==> config.mk <==
export PLATFORM = sky130hd
export DESIGN_NAME = axil_master_ctrl
export DESIGN_NICKNAME = d
export VERILOG_FILES = /design/src/rtl/axil_master_ctrl.sv
export SDC_FILE = /design/constraint.sdc
export NUM_CORES = 1
export LEC_CHECK = 0
export CELL_PAD_IN_SITES_DETAIL_PLACEMENT = 1
export CELL_PAD_IN_SITES_GLOBAL_PLACEMENT = 2
export CORE_UTILIZATION = 22
export CTS_CLUSTER_DIAMETER = 30
export DETAILED_ROUTE_END_ITERATION = 8
export GPL_ROUTABILITY_DRIVEN = 1
export MAX_ROUTING_LAYER = met4
export PLACE_DENSITY_LB_ADDON = 0.05
export SETUP_SLACK_MARGIN = 0.1
export SLEW_MARGIN = 40
export SYNTH_ARGS = -nofsm -noshare
export SYNTH_HDL_FRONTEND = slang
export SYNTH_SLANG_ARGS = --single-unit
==> constraint.sdc <==
create_clock -name clk_i -period 2.18 [get_ports clk_i]
set_input_delay 0.218 -clock clk_i [delete_from_list [all_inputs] [get_ports clk_i]]
set_output_delay 0.218 -clock clk_i [all_outputs]
set_load 0.1 [all_outputs]
==> src/rtl/axil_master_ctrl.sv <==
// AXI4-Lite single-beat master driven by a simple command port; AW and W are issued together.
// Define AXIL_TIMEOUT_EN to build the hung-slave watchdog that aborts a stuck transfer.
module axil_master_ctrl #(
    parameter int ADDR_W      = 10,
    parameter int DATA_W      = 32,
    parameter int TIMEOUT_CYC = 1024
) (
    input  logic                clk_i,
    input  logic                rst_i,
    input  logic                cmd_valid_i,
    output logic                cmd_ready_o,
    input  logic                cmd_write_i,
    input  logic [ADDR_W-1:0]   cmd_addr_i,
    input  logic [DATA_W-1:0]   cmd_wdata_i,
    input  logic [DATA_W/8-1:0] cmd_wstrb_i,
    output logic                done_o,
    output logic [DATA_W-1:0]   done_rdata_o,
    output logic [1:0]          done_resp_o,
    output logic                done_timeout_o,
    output logic [ADDR_W-1:0]   m_axi_lite_awaddr_o,
    output logic                m_axi_lite_awvalid_o,
    input  logic                m_axi_lite_awready_i,
    output logic [DATA_W-1:0]   m_axi_lite_wdata_o,
    output logic [DATA_W/8-1:0] m_axi_lite_wstrb_o,
    output logic                m_axi_lite_wvalid_o,
    input  logic                m_axi_lite_wready_i,
    input  logic [1:0]          m_axi_lite_bresp_i,
    input  logic                m_axi_lite_bvalid_i,
    output logic                m_axi_lite_bready_o,
    output logic [ADDR_W-1:0]   m_axi_lite_araddr_o,
    output logic                m_axi_lite_arvalid_o,
    input  logic                m_axi_lite_arready_i,
    input  logic [DATA_W-1:0]   m_axi_lite_rdata_i,
    input  logic [1:0]          m_axi_lite_rresp_i,
    input  logic                m_axi_lite_rvalid_i,
    output logic                m_axi_lite_rready_o
);

    if ((DATA_W != 32 && DATA_W != 64) || TIMEOUT_CYC < 2) begin : g_bad_param
        $error("axil_master_ctrl: DATA_W must be 32 or 64 and TIMEOUT_CYC at least 2");
    end

    typedef enum logic [5:0] {
        IDLE    = 6'b000001,
        WR_AW_W = 6'b000010,
        WR_RESP = 6'b000100,
        RD_ADDR = 6'b001000,
        RD_DATA = 6'b010000,
        DONE    = 6'b100000
    } state_t;

    state_t              state_q;
    logic [ADDR_W-1:0]   addr_q;
    logic [DATA_W-1:0]   wdata_q;
    logic [DATA_W/8-1:0] wstrb_q;
    logic                awvalid_q;
    logic                wvalid_q;
    logic                aw_done_q;
    logic                w_done_q;
    logic [DATA_W-1:0]   rdata_q;
    logic [1:0]          resp_q;
    logic                timeout_q;

    logic aw_hs;
    logic w_hs;
    logic tmo_fire;

    assign aw_hs = awvalid_q & m_axi_lite_awready_i;
    assign w_hs  = wvalid_q & m_axi_lite_wready_i;

`ifdef AXIL_TIMEOUT_EN
    localparam int CNT_W = $clog2(TIMEOUT_CYC) + 1;

    logic [CNT_W-1:0] cnt_q;
    logic [CNT_W-1:0] cnt_d;
    logic             busy;

    assign busy     = (state_q == WR_AW_W) || (state_q == WR_RESP) ||
                      (state_q == RD_ADDR) || (state_q == RD_DATA);
    assign cnt_d    = cnt_q + 1'b1;
    assign tmo_fire = busy && (cnt_d == CNT_W'(TIMEOUT_CYC));

    // Held at zero while idle, so every accepted command starts counting from zero.
    always_ff @(posedge clk_i) begin
        if (rst_i || state_q == IDLE) begin
            cnt_q <= '0;
        end else if (busy) begin
            cnt_q <= cnt_d;
        end
    end
`else
    assign tmo_fire = 1'b0;
`endif

    always_ff @(posedge clk_i) begin
        if (rst_i) begin
            state_q   <= IDLE;
            addr_q    <= '0;
            wdata_q   <= '0;
            wstrb_q   <= '0;
            awvalid_q <= 1'b0;
            wvalid_q  <= 1'b0;
            aw_done_q <= 1'b0;
            w_done_q  <= 1'b0;
            rdata_q   <= '0;
            resp_q    <= 2'b00;
            timeout_q <= 1'b0;
        end else begin
            case (state_q)
                IDLE: begin
                    if (cmd_valid_i) begin
                        addr_q    <= cmd_addr_i;
                        wdata_q   <= cmd_wdata_i;
                        wstrb_q   <= cmd_wstrb_i;
                        aw_done_q <= 1'b0;
                        w_done_q  <= 1'b0;
                        if (cmd_write_i) begin
                            state_q   <= WR_AW_W;
                            awvalid_q <= 1'b1;
                            wvalid_q  <= 1'b1;
                        end else begin
                            state_q <= RD_ADDR;
                        end
                    end
                end
                WR_AW_W: begin
                    if (aw_hs) begin
                        awvalid_q <= 1'b0;
                        aw_done_q <= 1'b1;
                    end
                    if (w_hs) begin
                        wvalid_q <= 1'b0;
                        w_done_q <= 1'b1;
                    end
                    // Same-cycle handshakes count here, before the sticky flags update.
                    if ((aw_done_q || aw_hs) && (w_done_q || w_hs)) begin
                        state_q <= WR_RESP;
                    end
                end
                WR_RESP: begin
                    if (m_axi_lite_bvalid_i) begin
                        resp_q    <= m_axi_lite_bresp_i;
                        timeout_q <= 1'b0;
                        state_q   <= DONE;
                    end
                end
                RD_ADDR: begin
                    if (m_axi_lite_arready_i) begin
                        state_q <= RD_DATA;
                    end
                end
                RD_DATA: begin
                    if (m_axi_lite_rvalid_i) begin
                        rdata_q   <= m_axi_lite_rdata_i;
                        resp_q    <= m_axi_lite_rresp_i;
                        timeout_q <= 1'b0;
                        state_q   <= DONE;
                    end
                end
                DONE: begin
                    state_q <= IDLE;
                end
                default: begin
                    state_q   <= IDLE;
                    awvalid_q <= 1'b0;
                    wvalid_q  <= 1'b0;
                end
            endcase

            // Watchdog abort overrides whatever the current state decided.
            if (tmo_fire) begin
                state_q   <= DONE;
                awvalid_q <= 1'b0;
                wvalid_q  <= 1'b0;
                resp_q    <= 2'b10;
                timeout_q <= 1'b1;
            end
        end
    end

    assign cmd_ready_o          = (state_q == IDLE);
    assign done_o               = (state_q == DONE);
    assign done_rdata_o         = rdata_q;
    assign done_resp_o          = resp_q;
    assign done_timeout_o       = (state_q == DONE) && timeout_q;
    assign m_axi_lite_awaddr_o  = addr_q;
    assign m_axi_lite_awvalid_o = awvalid_q;
    assign m_axi_lite_wdata_o   = wdata_q;
    assign m_axi_lite_wstrb_o   = wstrb_q;
    assign m_axi_lite_wvalid_o  = wvalid_q;
    assign m_axi_lite_bready_o  = (state_q == WR_RESP);
    assign m_axi_lite_araddr_o  = addr_q;
    assign m_axi_lite_arvalid_o = (state_q == RD_ADDR);
    assign m_axi_lite_rready_o  = (state_q == RD_DATA);

endmodule

==> impl_metrics.csv <==
group,metric,value,unit
floorplanning,die_h,126,µm
sta,relSlewSlack,56.0,%
grt,grt-ovfl-total,0,
synthesis,yosys.area.top_type,"dfxtp_1",
setup_path,crit_path_top_delay_cell,"dfxtp_1",
sta,fin_crit_sh,88.4,%
floorplanning,num_io_pins,189,
sta,min_period,1.93,ns
clock_tree,cts_root_buf,"clkbuf_16",
clock_tree,cts_buffer_depth,2,
synthesis,ys_seq_area_share,52.8,%
setup_path,critical_path_arrival,1.71,ns
floorplanning,initial_core_util,22.5,%
grt,grt_antenna_before_repair,0,
grt,grt_pass1_wl,17600,µm
clock_tree,clk_latency,0.34,ns
setup_path,critical_path_class,"flip-flop to output port",
clock_tree,post-cts-setup-buffers,0,
detailed_routing,vias_per_cell,4.36,
sta,tns,0,ns
grt,grt_usage,14.8,%
setup_path,worstReg2RegStart,"state_q[2]",
detailed_routing,vias,3406,
clock_tree,htree_levels,3,
grt,grt_pass1_vias,3426,
synthesis,synthDistinctLibCells,32,
synthesis,syn_area_per_cell,8.02,µm²
setup_path,critPathMaxStageDelay,0.38,ns
synthesis,synth_area,0.00341,mm²
layout,nNetsFinal,682,
pwr,design_power_total,0.00427,W
setup_path,ff2ff_path_depth,5,
synthesis,synth_cells,425,
synthesis,synth_top_area_share,52.8,%
synthesis,syn_nets,516,
floorplanning,die-area,0.0160,mm²
clock_tree,hold_buffers,0,
sta,rsz0062_at_grt,"no",
synthesis,synth_commonest_cells,"157 x nand2_1, 90 x dfxtp_1, 83 x a21oi_1, 18 x clkbuf_1, 13 x nor2_1",
sta,slew_violations,0,
run_status,status,"finished clean",
detailed_routing,antenna_left,0,
place,gp_congestion,0.739,
flow_run,drv_cap,0,
synthesis,synth_flop_cell,"dfxtp_1",
synthesis,async_flop_share,0,%
pwr,leakage,2.22,nW
place,hpwlAfterDp,8100,µm
min_path,min-delay-start,"rst_i",
grt,grt_max_degree,41,
sta,finalSetupViolations,0,
sta,clock_skew,0.00607,ns
layout,insertedDiodeCount,0,
layout,final_layout_size_suffix_gt1_share,20.7,%
synthesis,synth-edff-count,0,
setup_path,rrSetupSlack,0.42,ns
clock_tree,cts_tree,"yes",
setup_path,rr_endpoint,"m_axi_lite_wdata_o[0]",
min_path,hold_depth,2,
pwr,irDropWorstVdd,0.000322,V
setup_path,critical_path.cell_chain,"nor3_2 > nand3_1 > inv_1 > buf_12",
floorplanning,num_rows,45,
clock_tree,cts_buffers,9,
layout,syn_to_final_growth,59.6,%
setup_path,worst_ep_required_time,1.96,ns
min_path,hp-class,"input pin to flip-flop",
sta,finalHoldViolations,0,
detailed_routing,drt-initial-drc-count,89,
synthesis,synthTopCellsByArea,"dfxtp_1 53%, nand2_1 17%, a21oi_1 12%",
synthesis,synth-seq-cells,90,
clock_tree,clk_pin_slew,0.06,ns
setup_path,crit_fanout,6,
sta,fmax,0.519,GHz
setup_path,end_kind,"output port",
detailed_routing,drcViolationCount,0,
synthesis,synth.most_common_cell,"nand2_1",
setup_path,worstSetupStartpointType,"flip-flop",
detailed_routing,wl_per_cell,14.6,µm
sta,fin_ws,0.252,ns
clock_tree,cts_resized,0,
sta,worst_pin_slew,0.659,ns
floorplanning,core_area,0.0151,mm²
synthesis,yosysWarnings,0,
place,io_buffers,187,
clock_tree,clock-sinks,90,
detailed_routing,routed_wl,11400,µm
min_path,min_to,"state_q[4]",
detailed_routing,drtPass1Iterations,4,
place,pre_cts_ws,0.427,ns
pwr,p_per_area,784,mW/mm²
floorplanning,die_w,126,µm
[layout make-up]
| type | instances | area [µm²] |
|---|---|---|
| clock buffers | 11 | 243 |
| clock inverters | 3 | 17.5 |
| fillers | 1770 | 9700 |
| inverters | 4 | 15.0 |
| multi-input cells | 292 | 1370 |
| flip-flops and latches | 90 | 1800 |
| well taps | 188 | 235 |
| repair buffers | 194 | 1760 |
[routing by layer]
layer  part of all wire [%]  vias up  global-route usage [%]  wire (µm)
li1                       -     1704                       -          -
met1                     44     1580                    16.4       4960
met2                     47      111                    23.8       5340
met3                    8.1       11                    5.06        920
met4                    1.4        0                    6.95        165
met5                      0        -                       -          0
[through the flow]
step / utilization (%) / hold slack (ns) / instances / instance area (µm²)
after floorplan: - / 0.354 / 425 / 3410
after global placement: 34.2 / 0.443 / 768 / 5180
after detailed placement: 34.2 / 0.447 / 768 / 5180
after CTS: 35.9 / 0.403 / 782 / 5440
after global routing: 35.9 / 0.416 / 782 / 5440
final: 35.9 / 0.395 / 782 / 5440
[power breakdown]
group	switching [W]	total [W]	leakage, nW	internal [W]
clock	0.000627	0.00141	0.127	0.000788
combinational	0.000778	0.00109	1.36	0.000317
sequential	0.0000465	0.00176	0.732	0.00171
[critical path: cells and delay by family, from the launching register on]
| kind | cells | cell delay, ns |
|---|---|---|
| buffers and inverters | 2 | 0.36 |
| flip-flops | 1 | 0.38 |
| AND/OR/NAND/NOR | 2 | 0.62 |
[flip-flops by register name, indices dropped and copies added (netlist names)]
register	count
done_rdata_o	32
m_axi_lite_wdata_o	32
m_axi_lite_araddr_o	10
state_q	6
m_axi_lite_wstrb_o	4
done_resp_o	2
aw_done_q	1
m_axi_lite_awvalid_o	1
m_axi_lite_wvalid_o	1
w_done_q	1
[worst max path at each step]
| stage | startpoint | endpoint |
|---|---|---|
| final | state_q[5] | m_axi_lite_rready_o |
| after global routing | state_q[5] | m_axi_lite_rready_o |
| after CTS | state_q[5] | m_axi_lite_rready_o |
| after detailed placement | state_q[2] | m_axi_lite_wdata_o[0] |
| after global placement | state_q[2] | m_axi_lite_wvalid_o |
| after floorplan | state_q[0] | m_axi_lite_awvalid_o |
[cells by family after synthesis]
| kind of cell | after synthesis | share of synthesized area, % |
|---|---|---|
| muxes | 2 | 0.587 |
| DFF | 90 | 52.8 |
| other | 1 | 0.110 |
| buffers and inverters | 43 | 7.12 |
| xor gates and xnor gates | 2 | 0.514 |
| and+or+nand+nor | 192 | 23.8 |
| AOI/OAI and AO/OA | 95 | 15.0 |
[cells in the final DEF, fill, tap and decap left out, types with 4 or more instances in the layout]
cell type | synthesis | final
nand2_1 | 157 | 157
nand3_1 | 4 | 4
clkbuf_16 | 0 | 9
dfxtp_1 | 90 | 90
nor2_1 | 13 | 13
a21oi_1 | 83 | 83
buf_4 | 12 | 97
inv_1 | 4 | 4
buf_12 | 0 | 7
clkdlybuf4s50_1 | 0 | 89
(Power assumes the default switching activity.)
